### config.mk
export PLATFORM = sky130hd
export DESIGN_NAME = addsub_serial
export DESIGN_NICKNAME = d
export VERILOG_FILES = /design/src/rtl/alu_pkg.sv /design/src/rtl/addsub_chunk.sv /design/src/rtl/fac.sv /design/src/rtl/addsub_serial.sv
export SDC_FILE = /design/constraint.sdc
export NUM_CORES = 1
export LEC_CHECK = 0
export ABC_AREA = 1
export CAP_MARGIN = 20
export CORE_MARGIN = 2
export CORE_UTILIZATION = 54
export CTS_CLUSTER_SIZE = 16
export DETAILED_ROUTE_END_ITERATION = 10
export PLACE_DENSITY = 0.8
export SETUP_SLACK_MARGIN = 0.2
export SLEW_MARGIN = 20
export SYNTH_ARGS = -nofsm -noshare
export SYNTH_HDL_FRONTEND = slang
export SYNTH_SLANG_ARGS = --single-unit
### constraint.sdc
create_clock -name clk -period 4.95 [get_ports clk]
set_input_delay 0.99 -clock clk [delete_from_list [all_inputs] [get_ports clk]]
set_output_delay 0.99 -clock clk [all_outputs]
set_load 0.05 [all_outputs]
### src/rtl/alu_pkg.sv
// Shared ALU definitions: serial adder FSM states, add/sub op-codes and a
// constant-evaluable ceil(log2) for sizing counters.
package alu_pkg;

  typedef enum logic [1:0] {
    ST_IDLE = 2'd0,
    ST_RUN  = 2'd1,
    ST_DONE = 2'd2
  } state_e;

  localparam logic OP_ADD = 1'b0;
  localparam logic OP_SUB = 1'b1;

  function automatic int clog2(input int v);
    int r;
    r = 0;
    for (int i = 0; i < 32; i++)
      if ((1 << r) < v) r++;
    return r;
  endfunction

endpackage

### src/rtl/addsub_chunk.sv
// CHUNK-bit ripple adder built from fac cells; also exposes the carry into the
// top bit so the caller can derive signed overflow on the last chunk.
module addsub_chunk #(
  parameter int CHUNK = 6
) (
  input  logic [CHUNK-1:0] a,
  input  logic [CHUNK-1:0] b,
  input  logic             cin,
  output logic [CHUNK-1:0] sum,
  output logic             cout,
  output logic             c_msb_in
);
  logic [CHUNK:0] c;

  assign c[0] = cin;

  for (genvar i = 0; i < CHUNK; i++) begin : g_bit
    fac u_fac (.a(a[i]), .b(b[i]), .ci(c[i]), .s(sum[i]), .co(c[i+1]));
  end

  assign cout     = c[CHUNK];
  assign c_msb_in = c[CHUNK-1];
endmodule

### src/rtl/fac.sv
// Single-bit full-adder cell.
module fac (
  input  logic a,
  input  logic b,
  input  logic ci,
  output logic s,
  output logic co
);
  assign s  = a ^ b ^ ci;
  assign co = (a & b) | (ci & (a ^ b));
endmodule

### src/rtl/addsub_serial.sv
// Multi-cycle adder/subtractor: CHUNK bits per clock through one registered
// carry, start/busy/done handshake, result and flags held between completions.
module addsub_serial
  import alu_pkg::*;
#(
  parameter int WIDTH = 18,
  parameter int CHUNK = 6
) (
  input  logic             clk,
  input  logic             rst,
  input  logic             start,
  input  logic [WIDTH-1:0] op1,
  input  logic [WIDTH-1:0] op2,
  input  logic             s,
  output logic             busy,
  output logic             done,
  output logic [WIDTH-1:0] res,
  output logic             cout,
  output logic             ovf,
  output logic             zero,
  output logic             neg
);
  localparam int NSTEPS = WIDTH / CHUNK;
  localparam int SW     = (NSTEPS > 1) ? clog2(NSTEPS) : 1;

  if (WIDTH % CHUNK != 0) begin : g_chk
    $error("addsub_serial: WIDTH must be a multiple of CHUNK");
  end

  state_e           state_q;
  logic [SW-1:0]    step_q;
  logic [WIDTH-1:0] a_q, b_q, acc_q, acc_d;
  logic             carry_q;
  logic [CHUNK-1:0] a_c, b_c, sum_c;
  logic             co_c, cmsb_c, last;

  always_comb begin
    a_c   = a_q[int'(step_q)*CHUNK +: CHUNK];
    b_c   = b_q[int'(step_q)*CHUNK +: CHUNK];
    acc_d = acc_q;
    acc_d[int'(step_q)*CHUNK +: CHUNK] = sum_c;
    last  = (step_q == SW'(NSTEPS - 1));
  end

  addsub_chunk #(.CHUNK(CHUNK)) u_chunk (
    .a(a_c), .b(b_c), .cin(carry_q),
    .sum(sum_c), .cout(co_c), .c_msb_in(cmsb_c)
  );

  // The final chunk's sum goes straight into res so done and res align.
  always_ff @(posedge clk) begin
    if (rst) begin
      state_q <= ST_IDLE;
      step_q  <= '0;
      a_q     <= '0;
      b_q     <= '0;
      acc_q   <= '0;
      carry_q <= 1'b0;
      busy    <= 1'b0;
      done    <= 1'b0;
      res     <= '0;
      cout    <= 1'b0;
      ovf     <= 1'b0;
      zero    <= 1'b0;
      neg     <= 1'b0;
    end else begin
      done <= 1'b0;
      case (state_q)
        ST_IDLE, ST_DONE: begin
          state_q <= ST_IDLE;
          if (start) begin
            a_q     <= op1;
            b_q     <= op2 ^ {WIDTH{s == OP_SUB}};
            carry_q <= (s == OP_SUB);
            step_q  <= '0;
            busy    <= 1'b1;
            state_q <= ST_RUN;
          end
        end
        ST_RUN: begin
          acc_q   <= acc_d;
          carry_q <= co_c;
          if (last) begin
            state_q <= ST_DONE;
            busy    <= 1'b0;
            done    <= 1'b1;
            res     <= acc_d;
            cout    <= co_c;
            ovf     <= cmsb_c ^ co_c;
            zero    <= (acc_d == '0);
            neg     <= acc_d[WIDTH-1];
          end else begin
            step_q <= step_q + 1'b1;
          end
        end
        default: state_q <= ST_IDLE;
      endcase
    end
  end
endmodule

# [After elaboration in Yosys (flattened, before gate mapping)]
# Cells that the tools add are included.
# Widths: inputs -> output; s select.
[word_totals] reg_bits=83 in_bits=40 out_inout_bits=24
[classes] n_addsub=2 mul=1 n_eq_ne=6 n_shift=4 n_mux=13 bitwise=33 n_reduce_logical=10
[op_table] cell="$shiftx 18x32->6" count=2
[op_table] cell="$neg 5->33" count=1
[op_table] cell="$shift 6x33->18 const A" count=1
[op_table] cell="$shiftx 6x33->18" count=1
[op_table] cell="$bwmux 18" count=1
[op_table] cell="$logic_not 18->1" count=1
[op_table] cell="$xor 18x18->18" count=1
[op_table] cell="$xor 1x1->1" count=13
[op_table] cell="$and 1x1->1" count=12
[op_table] cell="$pmux 2 s2" count=2
[op_table] cell="$mux 2" count=3
[op_table] cell="$ne 2x2->1 const B" count=3
[op_table] cell="$or 1x1->1" count=6
[op_table] cell="$reduce_and 2->1" count=3
[op_table] cell="$reduce_and 3->1" count=2
[op_table] cell="$mux 1" count=5
[op_table] cell="$eq 2x2->1 const B" count=2
[op_table] cell="$mul 2x2->4 const B" count=1
[op_table] cell="$pmux 1 s2" count=2
[op_table] cell="$reduce_or 2->1" count=2
[op_table] cell="$add 2x1->2 const B" count=1
[op_table] cell="$eq 2x1->1 const B" count=1
[op_table] cell="$logic_not 2->1" count=1
[op_table] cell="$reduce_bool 2->1" count=1
[op_table] cell="$not 1->1" count=1

# [Depth between registers and ports, before layout]
[logic_depth] depth_word=17 mapped_depth=27

# [Hierarchy]
# From an unflattened synthesis, not the netlist that was laid out.
[hier_totals] hier_cells=575 area_unflattened_um2=4116.4
[by_module_without_submodules] mod="addsub_serial" n_inst=1 cells_per_inst=569 area_each_um2=3996.3 seq_area_each_um2=1641.6
[by_module_without_submodules] mod="fac" n_inst=6 cells_per_inst=1 area_each_um2=20.0 seq_area_each_um2=0.0

# [Worst setup path before layout]
# Ideal clock, no wire load.
[synth_timing] path_type="register to register" start="reg step_q[0]" end="reg zero" setup_ns=0.131 t_arrival_ns=3.982 required_ns=4.819 setup_slack_ns=0.837 path_stages_with_launch=25 n_path_buf=3 synth_period_minus_slack_ns=4.113 cell_sequence="dfxtp_1 -> buf_4 -> buf_2 -> nor2_1 -> inv_1 -> clkbuf_1 -> o221ai_1 -> fa_1 -> inv_1 -> fa_1 -> fa_1 -> fa_1 -> inv_1 -> fa_1 -> fa_1 -> o21ai_0 -> nand3_1 -> nand2_1 -> nand2_1 -> o21ai_1 -> nor2_1 -> nand2_1 -> nor2_1 -> nand2_1 -> a21oi_2"
[synth_between] elab_chain_cells=17 elab_cells_between_ends=37 cone_classes="1 x add/sub; 1 x mul; 1 x eq/ne; 4 x shift; 1 x mux; 27 x bitwise; 2 x reduce/logical"
[synth_rtl] item="from (decl)" line_no="addsub_serial.sv:31" rtl="logic [SW-1:0] step_q;"
[synth_rtl] item="from (signal assigned)" line_no="addsub_serial.sv:93" rtl="step_q <= step_q + 1'b1;"
[synth_rtl] item="$mul 2x2->4" line_no="addsub_serial.sv:38, addsub_serial.sv:39, addsub_serial.sv:41"
[synth_rtl] item="$shiftx 18x32->6 (on tied branches)" line_no="addsub_serial.sv:38, addsub_serial.sv:39"
[synth_rtl] item="$xor 1x1->1" line_no="fac.sv:9, fac.sv:10"
[synth_rtl] item="$and 1x1->1" line_no="fac.sv:10" rtl="assign co = (a & b) | (ci & (a ^ b));"
[synth_rtl] item="$or 1x1->1" line_no="fac.sv:10"
[synth_rtl] item="$and 1x1->1" line_no="fac.sv:10"
[synth_rtl] item="$or 1x1->1" line_no="fac.sv:10"
[synth_rtl] item="$and 1x1->1" line_no="fac.sv:10"
[synth_rtl] item="$or 1x1->1" line_no="fac.sv:10"
[synth_rtl] item="$and 1x1->1" line_no="fac.sv:10"
[synth_rtl] item="$or 1x1->1" line_no="fac.sv:10"
[synth_rtl] item="$and 1x1->1" line_no="fac.sv:10"
[synth_rtl] item="$or 1x1->1" line_no="fac.sv:10"
[synth_rtl] item="$xor 1x1->1" line_no="fac.sv:9" rtl="assign s = a ^ b ^ ci;"
[synth_rtl] item="$shiftx 6x33->18" line_no="addsub_serial.sv:41" rtl="acc_d[int'(step_q)*CHUNK +: CHUNK] = sum_c;"
[synth_rtl] item="$bwmux 18" line_no="addsub_serial.sv:41"
[synth_rtl] item="$logic_not 18->1" line_no="addsub_serial.sv:90" rtl="zero <= (acc_d == '0);"
[synth_rtl] item="to (signal assigned)" line_no="addsub_serial.sv:90"
[synth_rtl] item="to (decl)" line_no="addsub_serial.sv:20" rtl="output logic zero,"
# Several ways; a longest one is shown, not always the timed one.
# A chain may end at the register's enable or synchronous reset.

# [Worst setup path after layout]
# Ends and elaborated chain as after synthesis.

==> results.py <==
metrics = {
    "status": {
        "run_status": "complete, no violations",
    },
    "cells_and_area": {
        "syn_to_final_growth_pct": 20.1,
        "diodes": 0,
        "utilization_pct": 67.4,
        "final_layout_size_suffix_gt1_share_pct": 5.99,
        "final_cell_count_no_fill": 717,
        "mostFrequentLayoutCells": "nand2_1, nor2_1, dfxtp_1",
        "mostFrequentLayoutCell": "nand2_1",
        "fin_nets": 664,
        "n_fill_cell": 652,
    },
    "clock_tree": {
        "cts_tree": "yes",
        "cts_max_path_buffers": 2,
        "clockRootBuffer": "clkbuf_8",
        "numCtsBuffers": 9,
        "cts_setup_buffers": 0,
        "clock_latency_ps": 380,
        "cts_max_level": 3,
        "cts_sinks": 82,
        "cts.clk_slew.worst_paths_ps": 90,
    },
    "yosys": {
        "seq_area_frac_synth_pct": 40.1,
        "syn-num-nets": 620,
        "yosysWarnings": 0,
        "syn_area_um2": 4090,
        "ys_types": 35,
        "avgSynthCellArea_um2": 7.19,
        "syn_inst": 569,
        "ys_ff_latch": 82,
    },
    "placement": {
        "io_buffers": 63,
        "gp_congestion": 0.891,
        "placed_cells": 701,
        "dpl_worst_slack_ps": 406,
        "dp_hpwl_um": 7220,
    },
    "grt": {
        "grt_pass1_wl_um": 17400,
        "grt-ovfl-total": 0,
        "grtUsageTotal_pct": 26.1,
        "met3_usage_pct": 5.56,
        "grt_util_met1_pct": 37.1,
        "first_global_vias": 3616,
        "grt_max_degree": 63,
        "top_usage_layer": "met2",
        "antenna_found_initial": 0,
        "use_met2_pct": 40.1,
    },
    "timing": {
        "finalCritPeriodShare_pct": 87.3,
        "worstMarginPinSlew_ps": 982,
        "timing.final.ws_setup_ps": 628,
        "finalHoldViolations": 0,
        "maxSlewViolCount": 0,
        "fin_setup_tns_ps": 0,
        "max_freq_ghz": 0.231,
        "period_minus_slack_ps": 4320,
        "setup_viol": 0,
        "rsz0062_at_grt": "false",
        "max_slew_margin_pct": 34.3,
        "fin_worst_skew_ps": 14.8,
    },
    "routing": {
        "detail_route.wl_per_cell_um": 14.5,
        "drc": 0,
        "wirelength_um": 10400,
        "viasPerCell": 5.45,
        "dr.pass1.iters": 6,
        "vias": 3907,
        "final_antenna_net_count": 0,
        "drt_iter0_markers": 507,
    },
    "die": {
        "start_util_pct": 56.1,
        "fp.dieH_um": 91.0,
        "row_count": 31,
        "design.die.area_um2": 8290,
        "io_pins": 64,
        "die_w_um": 91.0,
        "coreArea_um2": 7290,
    },
    "job": {
        "cap_violations": 0,
    },
    "setup_path": {
        "crit_type": "reg -> reg",
        "reg2regPathDepth": 21,
        "r2r_end": "zero",
        "rr_startpoint": "step_q[0]",
        "start_kind": "register",
        "arrival_ps": 4550,
        "cp_max_fo": 18,
        "max_stage_delay_ps": 480,
        "required_ps": 5170,
        "cp_cell_sequence": "nor2_1 -> inv_1 -> o221ai_1 -> fa_1 -> inv_1 -> fa_1 -> fa_1 -> fa_1 -> inv_1 -> fa_1 -> fa_1 -> o21ai_0 -> nand3_1 -> nand2_1 -> nand2_1 -> o21ai_1 -> nor2_1 -> nand2_1 -> nor2_1 -> nand2_1 -> a21oi_2",
        "slowest_stage": "fa_1",
        "cp_common_cell": "fa_1",
        "r2r_slack_ps": 630,
        "endpoint_kind": "register",
    },
    "power": {
        "ir_drop_v": 0.000199,
        "powerDensity_nw_per_um2": 371,
        "p_leak_nw": 2.15,
        "power_w": 0.00183,
    },
    "worst_hold_path": {
        "whs_path_depth": 2,
        "min_to": "a_q[16]",
        "min_from": "a_q[16]",
        "hp-class": "reg -> reg",
    },
}
## where the power goes
group          leakage [nW]  total [W]  switching [W]  internal (W)
Sequential            0.674   0.000745      0.0000338      0.000711
Clock                0.0962   0.000502       0.000266      0.000236
Combinational          1.38   0.000578       0.000367      0.000211
## cell families after synthesis
kind of cell	share of synthesized area, %
flip-flops	40.1
XOR/XNOR	4.07
buffers and inverters	8.96
AND/OR/NAND/NOR	24.5
adder cells (fa/ha/maj)	4.46
AO/OA/AOI/OAI	17.9
## metal layers
metal	up-vias	share of wire, %
met2	152	45
met3	18	7.3
met5	-	0
li1	1934	-
met1	1803	46
met4	0	1.3
## synth_stat cells
master | instances | area (µm²)
nand2_1 | 89 | 334
a21oi_2 | 1 | 8.76
o211a_1 | 1 | 10.0
inv_1 | 50 | 188
xnor2_1 | 19 | 166
ha_1 | 5 | 62.6
nor2_2 | 3 | 18.8
o221ai_1 | 6 | 52.6
nand2_2 | 2 | 12.5
buf_2 | 8 | 40.0
or2_2 | 3 | 18.8
nand4_1 | 1 | 6.26
clkinv_1 | 2 | 7.51
buf_4 | 4 | 30.0
a31oi_1 | 1 | 6.26
a21oi_1 | 39 | 195
buf_6 | 1 | 11.3
o21ai_1 | 9 | 45.0
o211ai_1 | 3 | 22.5
nor2_8 | 1 | 20.0
o22ai_1 | 1 | 6.26
inv_2 | 4 | 15.0
a211oi_1 | 2 | 15.0
nor2_1 | 87 | 327
o21a_1 | 2 | 15.0
a2111oi_0 | 1 | 8.76
fa_1 | 6 | 120
dfxtp_1 | 82 | 1640
nor2_4 | 2 | 22.5
clkbuf_1 | 20 | 75.1
o21bai_1 | 3 | 22.5
o21ai_0 | 65 | 325
nor3_4 | 1 | 16.3
nand3_1 | 37 | 185
nor3_1 | 8 | 40.0
## sequential cells by signal, summed over array words and instances, names as in the netlist
name and flops:
a_q 18, acc_q 18, b_q 18, busy 1
carry_q 1, cout 1, done 1, ovf 1
res 18, state_q 2, step_q 2, zero 1
## metrics by stage
stage | area [µm²] | hold WS, ps
6_report | 4910 | 468
5_1_grt | 4910 | 486
4_1_cts | 4910 | 466
3_5_place_dp | 4710 | 454
3_3_place_gp | 4710 | 439
2_1_floorplan | 4090 | 424
## area by class of cell
class | instances | area, µm² | area share [%]
timing repair buffer | 66 | 653 | 13.3
clock inverter | 7 | 76.3 | 1.55
inverter | 56 | 210 | 4.28
clock buffer | 9 | 124 | 2.52
sequential | 82 | 1640 | 33.4
multi-input combinational | 398 | 2080 | 42.4
tap | 99 | 124 | 2.52
## worst max path at each step
stage | start | end | slack (ps) | cells past startpoint
after CTS | step_q[0] | zero | 400 | 20
final | step_q[0] | zero | 630 | 21
after detailed placement | step_q[0] | zero | 410 | 20
after global placement | step_q[0] | zero | 640 | 20
after global routing | step_q[0] | zero | 340 | 20
after floorplan | step_q[0] | zero | 840 | 24
## worst max-delay path, delay by kind of cell, from the launching register on
kind / cells / cell delay, ps
buf+inv: 3 / 310
fa+ha+maj: 6 / 2050
flops: 1 / 440
simple gates: 8 / 630
compound gates: 4 / 730
## repair_timing
action	in CTS	in global routing
setup endpoints to repair	0	1
resized for setup	0	1
hold buffers	0	0
(Power assumes the default switching activity.)
